$ cat src/rtl/down_counter_4bit_pkg.sv
// Shared definitions for the loadable down counter: state encoding and default width.
package down_counter_4bit_pkg;

   localparam int WIDTH_DEF = 4;

   typedef enum logic [1:0] {
      ST_IDLE = 2'd0,
      ST_RUN  = 2'd1,
      ST_DONE = 2'd2
   } state_t;

endpackage

$ cat src/rtl/down_counter_4bit_decrement_by_1.sv
// Combinational x -> x-1 with unsigned borrow (0 -> all-ones) and signed overflow flags.
module decrement_by_1 #(
   parameter int WIDTH = 4
) (
   input  logic [WIDTH-1:0] x,
   output logic [WIDTH-1:0] y,
   output logic             borrow,
   output logic             overflow
);

   logic [WIDTH:0]          diff;
   logic signed [WIDTH-1:0] xs;
   logic signed [WIDTH-1:0] ys;

   assign diff   = {1'b0, x} - {{WIDTH{1'b0}}, 1'b1};
   assign y      = diff[WIDTH-1:0];
   assign borrow = diff[WIDTH];

   // Only the most-negative value can turn positive when decremented.
   assign xs       = x;
   assign ys       = diff[WIDTH-1:0];
   assign overflow = xs[WIDTH-1] & ~ys[WIDTH-1];

endmodule

$ cat src/rtl/down_counter_4bit.sv
// Loadable down counter with one-shot / free-run modes, stop, and registered status pulses.
module down_counter_4bit
   import down_counter_4bit_pkg::*;
#(
   parameter int WIDTH = WIDTH_DEF
) (
   input  logic             clk,
   input  logic             rst,
   input  logic             load,
   input  logic [WIDTH-1:0] din,
   input  logic             start,
   input  logic             stop,
   input  logic             mode,
   output logic [WIDTH-1:0] q,
   output logic             busy,
   output logic             done,
   output logic             borrow,
   output logic             overflow
);

   state_t           state;
   logic             mode_lat;
   logic [WIDTH-1:0] dec_q;
   logic             dec_borrow;
   logic             dec_ovf;

   decrement_by_1 #(
      .WIDTH (WIDTH)
   ) u_dec (
      .x        (q),
      .y        (dec_q),
      .borrow   (dec_borrow),
      .overflow (dec_ovf)
   );

   always_ff @(posedge clk or posedge rst) begin
      if (rst) begin
         state    <= ST_IDLE;
         q        <= '0;
         mode_lat <= 1'b0;
         borrow   <= 1'b0;
         overflow <= 1'b0;
      end else begin
         borrow   <= 1'b0;
         overflow <= 1'b0;
         case (state)
            ST_IDLE: begin
               if (load) begin
                  q <= din;
               end else if (start) begin
                  mode_lat <= mode;
                  if ((q != '0) || mode) state <= ST_RUN;
                  else                   state <= ST_DONE;
               end
            end
            ST_RUN: begin
               // Stop outranks both the decrement and the terminal-count transition.
               if (stop) begin
                  state <= ST_IDLE;
               end else if (!mode_lat && (q == '0)) begin
                  state <= ST_DONE;
               end else begin
                  q        <= dec_q;
                  borrow   <= dec_borrow;
                  overflow <= dec_ovf;
                  if (!mode_lat && (q == WIDTH'(1))) state <= ST_DONE;
               end
            end
            ST_DONE: begin
               state <= ST_IDLE;
               if (load) q <= din;
            end
            default: state <= ST_IDLE;
         endcase
      end
   end

   assign busy = (state == ST_RUN);
   assign done = (state == ST_DONE);

endmodule
$ cat config.mk
export PLATFORM = sky130hd
export DESIGN_NAME = down_counter_4bit
export DESIGN_NICKNAME = d
export VERILOG_FILES = /design/src/rtl/down_counter_4bit_pkg.sv /design/src/rtl/down_counter_4bit_decrement_by_1.sv /design/src/rtl/down_counter_4bit.sv
export SDC_FILE = /design/constraint.sdc
export NUM_CORES = 1
export LEC_CHECK = 0
export ABC_AREA = 0
export BUFFER_PORTS_ARGS = -buffer_cell sky130_fd_sc_hd__buf_2
export CELL_PAD_IN_SITES_DETAIL_PLACEMENT = 0
export CELL_PAD_IN_SITES_GLOBAL_PLACEMENT = 1
export CORE_UTILIZATION = 38
export CTS_BUF_LIST = sky130_fd_sc_hd__clkbuf_2
export DETAILED_ROUTE_END_ITERATION = 7
export PLACE_DENSITY_LB_ADDON = 0.25
export SYNTH_ARGS = -nofsm -noshare
export SYNTH_HDL_FRONTEND = slang
export SYNTH_SLANG_ARGS = --single-unit
$ cat constraint.sdc
create_clock -name clk -period 2.15 [get_ports clk]
set_input_delay 0.43 -clock clk [delete_from_list [all_inputs] [get_ports clk]]
set_output_delay 0.43 -clock clk [all_outputs]
set_load 0.005 [all_outputs]
**Word-level counts from Yosys, hierarchy flattened**

Index checks and enable logic that the tools add are counted.

- Input port bits: 10
- Flip-flop bits (word level): 9

- Reduce and logical (&&, ||, !) cells: 12
- Equal/unequal tests: 9
- Muxes and demuxes: 17
- Add/sub/neg operators: 1
- Bitwise gates (word level): 3

Operators by type and width:

| kind | count |
|---|---|
| $mux W2 | 6 |
| $mux W4 | 3 |
| $ne A2 B2 Y1 const B | 4 |
| $pmux W4 S2 | 1 |
| $mux W1 | 6 |
| $reduce_and A3 Y1 | 2 |
| $sub A4 B1 Y5 const B | 1 |
| $eq A4 B1 Y1 const B | 1 |
| $logic_not A4 Y1 | 1 |
| $ne A4 B2 Y1 const B | 1 |
| $pmux W2 S2 | 1 |
| $reduce_and A4 Y1 | 1 |
| $reduce_bool A4 Y1 | 1 |
| $eq A2 B1 Y1 const B | 1 |
| $eq A2 B2 Y1 const B | 1 |
| $logic_and A1 B1 Y1 | 2 |
| $logic_not A2 Y1 | 1 |
| $ne A2 B1 Y1 const B | 1 |
| $not A1 Y1 | 2 |
| $reduce_bool A2 Y1 | 1 |
| $reduce_or A2 Y1 | 1 |
| $and A1 B1 Y1 | 1 |
| $logic_not A1 Y1 | 1 |
| $logic_or A1 B1 Y1 | 1 |

**Depth between registers and ports, before layout**

Gate-level depths: netlist of the first run.

- Depth in word-level cells: 6
- Depth in mapped cells: 5

**By module**

From an unflattened synthesis of the first run, not the netlist that was laid out.

- Cells, all modules: 45
- Area, all modules: 513.0 um^2

By module, submodules not included:

| module | times used | cells an instance | area an instance (um^2) |
|---|---|---|---|
| down_counter_4bit | 1 | 37 | 455.4 |
| decrement_by_1 | 1 | 8 | 57.6 |

**Worst setup path after synthesis of the first run**

Ideal clock, no wire load.

- Path type: reg2reg
- Start point: register q[2]
- End point: register q[3]
- Buffers on the path: 0
- Cell stages (with the launch flop): 5
- Arrival: 1.422 ns
- Path slack: 0.600 ns
- Cell sequence: dfrtp_1 nor3_1 ha_1 mux2_2 mux2_1

- Word-level cells in the longest chain between the ends: 4
- Elaborated cells on any way between the ends: 8
- Those cells by class: add/sub: 1; eq/ne: 1; mux: 3; reduce/logical: 3

RTL lines:

| what | RTL line | RTL |
|---|---|---|
| start, declared | down_counter_4bit.sv:14 | `output logic [WIDTH-1:0] q,` |
| start signal, assigned | down_counter_4bit.sv:49 | `q <= din;` |
| start signal, assigned | down_counter_4bit.sv:63 | `q <= dec_q;` |
| start signal, assigned | down_counter_4bit.sv:71 | `if (load) q <= din;` |
| $sub A4 B1 Y5 or $logic_not A4 Y1 (tied branches) | down_counter_4bit_decrement_by_1.sv:15, down_counter_4bit.sv:60 |  |
| $mux W4 or $logic_and A1 B1 Y1 (tied branches) | down_counter_4bit.sv:60 | `end else if (!mode_lat && (q == '0)) begin` |
| $mux W4 or $ne A2 B2 Y1 (tied branches) | -- |  |
| $pmux W4 S2 or $reduce_and A4 Y1 (tied branches) | -- |  |

Several ways; a longest one is shown, not always the timed one. The select of a mux whose other input is x is not followed.
A chain may end at the register's enable or synchronous reset.

**Worst setup path in the final report of the first run**

- Start point: register state[0]
- End point: register q[3]

- Word-level cells in the longest chain between the ends: 4
- Elaborated cells on any way between the ends: 10
- Those cells by class: eq/ne: 5; mux: 1; reduce/logical: 4

RTL lines:

| what | RTL line | RTL |
|---|---|---|
| start, declared | down_counter_4bit.sv:21 | `state_t state;` |
| start signal, assigned | down_counter_4bit.sv:38 | `state <= ST_IDLE;` |
| start signal, assigned | down_counter_4bit.sv:52 | `if ((q != '0) \|\| mode) state <= ST_RUN;` |
| start signal, assigned | down_counter_4bit.sv:53 | `else state <= ST_DONE;` |
| $eq A2 B2 Y1 or $logic_not A2 Y1 (tied branches) | down_counter_4bit.sv:46 | `case (state)` |
| $reduce_or A2 Y1 (no line) | -- |  |
| $ne A2 B1 Y1 (no line) or $reduce_bool A2 Y1 (tied branches) | -- |  |
| $reduce_and A4 Y1 (no line) | -- |  |

Several ways; a longest one is shown, not always the timed one.

==> results of run 1 <==
-- synthesized netlist by cell type (2+ instances only) --
master and instances:
mux2i_1 2, nor2_1 5, nor2b_1 2, inv_1 6, o21ai_0 2, mux2_2 2, ha_1 4, dfrtp_1 9
and3_1 2, nor3_1 2
-- flip-flops by register name, summed over array words and instances (netlist names) --
signal    cells
mode_lat      1
state         2
borrow        1
q             4
overflow      1
-- worst register-to-register path: stages, from the launching register on --
cell and delay (ns):
dfrtp_1 0.59, or3b_4 0.47, o22ai_4 0.21, mux2_1 0.34
-- area by class of cell --
class | instances | area share
inverter | 6 | 0.0330
multi-input combinational | 36 | 0.455
tap | 15 | 0.0275
clock buffer | 4 | 0.0294
timing repair buffer | 17 | 0.125
sequential | 9 | 0.330
-- how the worst max path moves through the flow --
stage / from / end / slack [ns] / depth (start not counted)
2_1_floorplan: q[2] / q[3] / 0.60 / 4
3_3_place_gp: q[2] / q[3] / 0.43 / 4
3_5_place_dp: state[0] / q[3] / 0.43 / 3
4_1_cts: state[0] / q[3] / 0.42 / 3
5_1_grt: state[0] / q[3] / 0.36 / 3
6_report: state[0] / q[3] / 0.43 / 3
-- routing by layer --
metal | up-vias | wire length [um] | track usage
met5 | - | 0 | 0
met4 | 0 | 9 | 0.0500
met3 | 2 | 83 | 0.0833
met2 | 17 | 474 | 0.262
met1 | 196 | 504 | 0.191
li1 | 221 | - | -
-- through the flow --
stage / instance area, sq um / total power, mW / utilization
finish: 682 / 0.739 / 0.511
global route: 682 / 0.804 / 0.511
CTS: 682 / 0.748 / 0.511
detailed placement: 662 / 0.634 / 0.496
global placement: 662 / 0.639 / 0.496
floorplan: 563 / 0.529 / -
-- kinds of logic after synthesis --
group           share of synthesized area
simple gates                        0.202
fa+ha+maj                          0.0889
mux                                 0.122
compound gates                      0.122
buf+inv                            0.0489
flops                               0.400
xor+xnor                           0.0156
-- power by group through the flow --
stage / logic (mW) / registers (mW) / clock network (mW)
floorplan: 0.238 / 0.292 / 0
global placement: 0.323 / 0.316 / 0
detailed placement: 0.320 / 0.314 / 0
CTS: 0.321 / 0.313 / 0.114
global route: 0.359 / 0.323 / 0.122
finish: 0.318 / 0.312 / 0.109
==> impl_metrics.py, run 1 <==
metrics = {
    "floorplanning": {
        "start_util": 0.422,
        "die_y_um": 40.5,
        "dieArea_sq_um": 1640,
        "rows": 13,
        "ioPinCount": 18,
        "die_x_um": 40.5,
        "core_sq_um": 1330,
    },
    "yosys": {
        "async_reset_ff_frac": 1.00,
        "synth_edf_count": 0,
        "yosysSeqAreaShare": 0.400,
        "ys_ff_latch": 9,
        "ys.flop_type": "dfrtp_1",
        "synth_top_area_share": 0.400,
        "ys_types": 26,
        "synth_top_cell_by_area": "dfrtp_1",
        "netlist_area_sq_um": 563,
        "yosysWarnings": 0,
        "syn-num-nets": 66,
        "syn_inst": 52,
        "synth_area_per_cell_sq_um": 10.8,
        "ys_top_cells_by_area": "dfrtp_1 40%, ha_1 8.9%, nor4b_4 4.2%, inv_1 4.0%, mux2_2 4.0%",
    },
    "setup_path": {
        "cp_slowest_cell": "dfrtp_1",
        "cp.required_ns": 2.29,
        "crit_type": "reg -> reg",
        "r2r_cells": 3,
        "cp_max_fo": 11,
        "startpoint_type": "flip-flop",
        "cp-end-kind": "flip-flop",
        "path_delay_family": "flip-flops",
        "r2r_slack_ns": 0.43,
        "worstReg2RegStart": "state[0]",
        "r2r_end": "q[3]",
        "slowest_delay_ns": 0.59,
        "crit_chain": "or3b_4 -> o22ai_4 -> mux2_1",
        "cp_num_buf_inv": 0,
        "arrival_ns": 1.86,
    },
    "power_and_ir_drop": {
        "switching_share": 0.396,
        "peakVddDrop_uv": 670,
        "seq_power_share": 0.422,
        "power_leakage_nw": 0.357,
        "p_int_mw": 0.447,
        "pwr-share-comb": 0.431,
        "p_per_area_nw_per_um2": 1080,
        "p_sw_mw": 0.293,
        "p_clk_frac": 0.147,
    },
    "drt": {
        "wl_mm": 1.07,
        "drcViolationCount": 0,
        "vias": 436,
        "drt_iter0_drc": 1,
        "first_pass_iters": 2,
        "via_per_inst": 5.01,
        "routedWlPerCell_um": 12.3,
        "antenna_left": 0,
    },
    "timing": {
        "timing.final.hold_violations": 0,
        "layout_setup_ws_ns": 0.434,
        "max_slew_margin": 0.731,
        "fin_tns_setup_ns": 0,
        "drv_slew": 0,
        "min_period_ns": 1.72,
        "setup_viol": 0,
        "holdWs_ns": 0.129,
        "fin_skew_ns": 0.00538,
        "period_share": 0.798,
        "max_freq_ghz": 0.583,
        "worstMarginPinSlew_ns": 0.403,
        "rsz0062_at_grt": "no",
    },
    "status": {
        "outcome": "finished, final reports clean",
    },
    "cts": {
        "clk_latency_ns": 0.25,
        "cts_resized": 0,
        "cts_hold_buf": 0,
        "tritoncts": "built",
        "cts.htree.levels": 1,
        "clk_pin_slew_ns": 0.09,
        "numCtsBuffers": 3,
        "cts_setup_buffers": 0,
        "cts.sinks": 9,
        "cts_root_buf": "clkbuf_2",
        "clk_path_buf_depth": 2,
    },
    "flow_run": {
        "cap_violations": 0,
    },
    "global_route": {
        "grt_overflow": 0,
        "track_usage": 0.165,
        "grt_pass1_wl_mm": 1.70,
        "grt_max_degree": 12,
        "grt_pass1_vias": 404,
        "antenna_found_initial": 0,
    },
    "cells_and_area": {
        "fin_nets": 87,
        "n_fill_cell": 138,
        "final_cell_mix": "17 x buf_2, 9 x dfrtp_1, 6 x inv_1",
        "stdcell_count": 87,
        "area_growth_syn_to_layout_pct": 21.1,
        "multi_input_area_sq_um": 310,
        "layout.cells.most_common": "buf_2",
        "register_area_sq_um": 225,
        "drive_above_1_share": 0.375,
        "diodes": 0,
    },
    "placed_design": {
        "io_buffers": 17,
        "dp.cells": 83,
        "dp_hpwl_um": 843,
        "dp_slack_ns": 0.434,
        "place.gp.congestion": 0.720,
    },
    "min_path": {
        "hp-class": "in -> async",
    },
}
No activity file was read; power rests on OpenSTA's default activity.
==> inputs of run 2 (changes only) <==
==> constraint.sdc (replaced) <==
create_clock -name clk -period 1.7 [get_ports clk]
set_input_delay 0.34 -clock clk [delete_from_list [all_inputs] [get_ports clk]]
set_output_delay 0.34 -clock clk [all_outputs]
set_load 0.005 [all_outputs]
==> run 2 against run 1 <==
Effect of this change:
- power is 45% higher
- via count is 6.4% higher
- sequential share of layout area is 2.6 points lower
- clock skew is 0.0040 ns lower
- final area is 8.4% higher
- largest cell class unchanged
==> impl_metrics.py, run 2 (same netlist as run 1, synthesis figures left out) <==
metrics = {
    "global_route": {
        "grt_overflow": 0,
        "track_usage": 0.170,
        "grt_max_degree": 11,
        "antenna_found_initial": 0,
        "grt_pass1_wl_mm": 1.75,
        "grt_pass1_vias": 414,
    },
    "power_and_ir_drop": {
        "pwr-share-comb": 0.542,
        "p_clk_frac": 0.137,
        "seq_power_share": 0.321,
        "switching_share": 0.387,
        "p_per_area_nw_per_um2": 1450,
        "peakVddDrop_uv": 677,
        "p_int_mw": 0.657,
        "p_sw_mw": 0.415,
        "power_leakage_nw": 0.386,
    },
    "cells_and_area": {
        "area_growth_syn_to_layout_pct": 31.3,
        "diodes": 0,
        "layout.cells.most_common": "buf_2",
        "reg.largest.list": "q x4, state x2",
        "largest_reg_flops": 4,
        "drive_above_1_share": 0.449,
        "fin_nets": 93,
        "regMostFlops": "q",
        "final_cell_mix": "17 x buf_2, 9 x dfrtp_1, 6 x buf_4",
    },
    "floorplanning": {
        "rows": 13,
        "start_util": 0.422,
        "die_y_um": 40.5,
        "die_x_um": 40.5,
        "dieArea_sq_um": 1640,
        "ioPinCount": 18,
        "core_sq_um": 1330,
    },
    "timing": {
        "fin_tns_setup_ns": 0,
        "period_share": 0.958,
        "max_slew_margin": 0.765,
        "setup_viol": 0,
        "rsz0062_at_grt": "no",
        "max_freq_ghz": 0.614,
        "worstMarginPinSlew_ns": 0.352,
        "timing.final.hold_violations": 0,
        "holdWs_ns": 0.0273,
        "min_period_ns": 1.63,
        "drv_slew": 0,
        "fin_skew_ns": 0.00138,
    },
    "cts": {
        "cts_hold_buf": 0,
        "clk_latency_ns": 0.25,
        "clk_path_buf_depth": 2,
        "cts_root_buf": "clkbuf_2",
        "clk_pin_slew_ns": 0.10,
        "cts.htree.levels": 1,
        "cts.sinks": 9,
        "numCtsBuffers": 3,
        "tritoncts": "built",
    },
    "drt": {
        "first_pass_iters": 2,
        "vias": 464,
        "antenna_left": 0,
        "via_per_inst": 4.99,
        "wl_mm": 1.23,
        "drt_iter0_drc": 1,
        "routedWlPerCell_um": 13.2,
        "drcViolationCount": 0,
    },
    "setup_path": {
        "cp_max_fo": 2,
        "startpoint_type": "flip-flop",
        "arrival_ns": 1.77,
        "cp.required_ns": 1.84,
        "crit_type": "reg -> reg",
        "cp-end-kind": "flip-flop",
    },
    "placed_design": {
        "place.gp.congestion": 0.749,
        "io_buffers": 17,
        "dp_hpwl_um": 905,
    },
    "min_path": {
        "hp-class": "in -> async",
    },
    "flow_run": {
        "cap_violations": 0,
    },
    "status": {
        "outcome": "finished, final reports clean",
    },
}
==> run 2: worst max-delay path, stage by stage, from the launching register on <==
cell,delay (ns)
dfrtp_1,0.41
buf_4,0.14
nor3_1,0.16
ha_1,0.25
mux2_2,0.26
mux2_1,0.30
==> run 2: worst paths after layout <==
path,start,end,slack (ns),depth (start not counted)
worst max-delay path,q[0],q[3],0.07,5
worst min-delay path,rst,borrow,0.03,2
worst max register to register,q[0],q[3],0.07,5
worst min register to register,state[1],state[1],0.62,3
max in group asynchronous,rst,q[0],1.42,2
min in group clk,mode,mode_lat,0.33,2
==> run 2: layout make-up <==
cell class	count	area (sq um)
Multi-Input combinational cell	36	323
Sequential cell	9	225
Tap cell	15	18.8
Inverter	6	22.5
Timing Repair Buffer	23	130
Fill cell	129	594
Clock buffer	4	20.0
==> run 2: routing by layer <==
layer  track usage  vias to the layer above  routed length (um)
met2         0.282                       13                 648
li1              -                      234                   -
met1         0.189                      215                 523
met5             0                        -                   0
met4         0.150                        0                  14
met3        0.0167                        2                  40
==> run 2: power by group through the flow <==
stage | combinational [mW] | sequential [mW] | clock, mW
global placement | 0.486 | 0.352 | 0
CTS | 0.541 | 0.342 | 0.151
finish | 0.582 | 0.344 | 0.146
global route | 0.648 | 0.352 | 0.158
detailed placement | 0.497 | 0.357 | 0
floorplan | 0.300 | 0.369 | 0
==> run 2: metrics by stage <==
step	cells	worst slack, ns	utilization	instance area, sq um	power [mW]
after floorplan	52	0.150	-	563	0.670
after global placement	86	0.0307	0.513	684	0.838
after detailed placement	86	0.00110	0.513	684	0.854
after CTS	92	0.0587	0.539	719	1.03
after global routing	93	0.0102	0.554	739	1.16
final	93	0.0711	0.554	739	1.07
==> run 2: what timing repair did <==
item                       4_1_cts  5_1_grt
setup endpoints to repair        1        1
pin swaps                        0        1
resized for setup                0        3
buffers inserted                 2        1
==> inputs of run 3 (changes only) <==
--- a/config.mk
+++ b/config.mk
@@ -10,7 +10,7 @@
 export CELL_PAD_IN_SITES_DETAIL_PLACEMENT = 0
 export CELL_PAD_IN_SITES_GLOBAL_PLACEMENT = 1
 export CORE_UTILIZATION = 38
-export CTS_BUF_LIST = sky130_fd_sc_hd__clkbuf_2
+export CTS_BUF_LIST = sky130_fd_sc_hd__clkbuf_4 sky130_fd_sc_hd__clkbuf_8
 export DETAILED_ROUTE_END_ITERATION = 7
 export PLACE_DENSITY_LB_ADDON = 0.25
 export SYNTH_ARGS = -nofsm -noshare
==> run 3 against run 2 <==
Effect of this change:
- clock skew is 0.00071 ns lower
- global-route usage is 0.46 points lower
- die area stayed put
- first-iteration DRC count grew to 3.0 times the previous value
- critical path type unchanged
- largest power group unchanged
==> impl_metrics.py, run 3 (same netlist as run 1, synthesis figures left out) <==
metrics = {
    "timing": {
        "max_freq_ghz": 0.615,
        "max_slew_margin": 0.763,
        "drv_slew": 0,
        "rsz0062_at_grt": "no",
        "min_period_ns": 1.63,
        "fin_skew_ns": 0.000669,
        "timing.final.hold_violations": 0,
        "fin_tns_setup_ns": 0,
        "period_share": 0.957,
        "worstMarginPinSlew_ns": 0.356,
        "holdWs_ns": 0.0355,
        "setup_viol": 0,
    },
    "min_path": {
        "hp-class": "in -> async",
    },
    "placed_design": {
        "dpl_cell_area_sq_um": 684,
        "io_buffers": 17,
        "dp_hpwl_um": 905,
        "place.gp.congestion": 0.749,
    },
    "cts": {
        "tritoncts": "built",
        "cts.htree.levels": 1,
        "cts.sinks": 9,
        "clk_latency_ns": 0.26,
        "cts_root_buf": "clkbuf_4",
        "clk_path_buf_depth": 2,
        "numCtsBuffers": 3,
        "cts_hold_buf": 0,
        "clk_pin_slew_ns": 0.06,
    },
    "power_and_ir_drop": {
        "p_sw_mw": 0.384,
        "pwr-share-comb": 0.502,
        "peakVddDrop_uv": 801,
        "power_leakage_nw": 0.382,
        "p_int_mw": 0.672,
        "p_per_area_nw_per_um2": 1440,
        "switching_share": 0.364,
        "seq_power_share": 0.324,
        "p_clk_frac": 0.174,
    },
    "setup_path": {
        "cp_slowest_cell": "dfrtp_1",
        "r2r_cells": 5,
        "slowest_delay_ns": 0.39,
        "cp_num_buf_inv": 1,
        "cp.required_ns": 1.84,
        "crit_type": "reg -> reg",
        "crit_chain": "buf_4 -> nor3_1 -> ha_1 -> mux2_2 -> mux2_1",
        "startpoint_type": "flip-flop",
        "cp-end-kind": "flip-flop",
        "cp_max_fo": 5,
        "path_delay_family": "multiplexers",
        "arrival_ns": 1.77,
        "cp.depth": 5,
    },
    "drt": {
        "first_pass_iters": 2,
        "drcViolationCount": 0,
        "vias": 460,
        "routedWlPerCell_um": 12.4,
        "antenna_left": 0,
        "via_per_inst": 5.00,
        "wl_mm": 1.14,
        "drt_iter0_drc": 3,
    },
    "cells_and_area": {
        "diodes": 0,
        "n_fill_cell": 127,
        "final_area_sq_um": 732,
        "layout.cells.most_common": "buf_2",
        "final_util": 0.549,
        "final_cell_mix": "17 x buf_2, 9 x dfrtp_1, 6 x inv_1",
        "fin_nets": 92,
        "area_growth_syn_to_layout_pct": 30.0,
        "largest_reg_flops": 4,
        "reg.largest.list": "q x4, state x2",
        "drive_above_1_share": 0.429,
        "regMostFlops": "q",
    },
    "global_route": {
        "grt_max_degree": 11,
        "antenna_found_initial": 0,
        "track_usage": 0.165,
        "grt_pass1_wl_mm": 1.72,
        "grt_pass1_vias": 409,
        "grt_overflow": 0,
    },
    "status": {
        "outcome": "finished, final reports clean",
    },
    "floorplanning": {
        "die_x_um": 40.5,
        "die_y_um": 40.5,
        "dieArea_sq_um": 1640,
        "core_sq_um": 1330,
        "rows": 13,
        "ioPinCount": 18,
        "start_util": 0.422,
    },
    "flow_run": {
        "cap_violations": 0,
    },
}
-- run 3: changes by cell type in the layout (fill, tap and decap cells not counted) --
| cell | change |
|---|---|
| buf_4 | -1 |
| clkbuf_2 | -4 |
| clkbuf_4 | +4 |
| ha_2 | +1 |
| ha_4 | -1 |
| inv_1 | +1 |
| inv_2 | -1 |
-- run 3: layout make-up --
| class | count | area (sq um) | share of cell area |
|---|---|---|---|
| Inverter | 6 | 22.5 | 0.0308 |
| Multi-Input combinational cell | 36 | 313 | 0.427 |
| Clock buffer | 4 | 30.0 | 0.0410 |
| Tap cell | 15 | 18.8 | 0.0256 |
| Sequential cell | 9 | 225 | 0.308 |
| Timing Repair Buffer | 22 | 123 | 0.168 |
-- run 3: repair_timing --
item,CTS,global route
pin swaps,1,1
setup buffers,1,1
setup endpoints to repair,1,2
gates resized for setup,0,1
-- run 3: path summary, 6_finish.rpt --
check                               from        to  slack, ns
max in group asynchronous            rst      q[2]       1.41
min in group clk                    mode  mode_lat       0.33
worst min register to register  state[1]  state[1]       0.62
worst min-delay path                 rst    borrow       0.04
worst max-delay path                q[0]      q[3]       0.07
worst max register to register      q[0]      q[3]       0.07
-- run 3: metrics by stage --
| stage | std cells | total power [mW] | setup WS (ns) |
|---|---|---|---|
| floorplan | 52 | 0.670 | 0.150 |
| global placement | 86 | 0.838 | 0.0307 |
| detailed placement | 86 | 0.854 | 0.00110 |
| CTS | 91 | 1.06 | 0.0486 |
| global route | 92 | 1.14 | 0.00278 |
| finish | 92 | 1.06 | 0.0729 |
-- run 3: worst reg2reg max path, stage by stage (launching register included) --
cell and delay, ns:
dfrtp_1 0.39, buf_4 0.15, nor3_1 0.17, ha_1 0.25, mux2_2 0.26, mux2_1 0.30
-- run 3: power by group through the flow --
stage	clock (mW)	sequential, mW	combinational, mW
2_1_floorplan	0	0.369	0.300
3_3_place_gp	0	0.352	0.486
3_5_place_dp	0	0.357	0.497
4_1_cts	0.188	0.343	0.526
5_1_grt	0.199	0.350	0.595
6_report	0.183	0.343	0.530
-- run 3: per-layer routing --
metal / track usage / wire length (um) / share of wire / up-vias
met5: 0 / 0 / 0 / -
met4: 0.125 / 14 / 0.012 / 0
met3: 0.0167 / 40 / 0.035 / 2
met2: 0.282 / 565 / 0.50 / 13
met1: 0.185 / 517 / 0.45 / 210
li1: - / - / - / 235
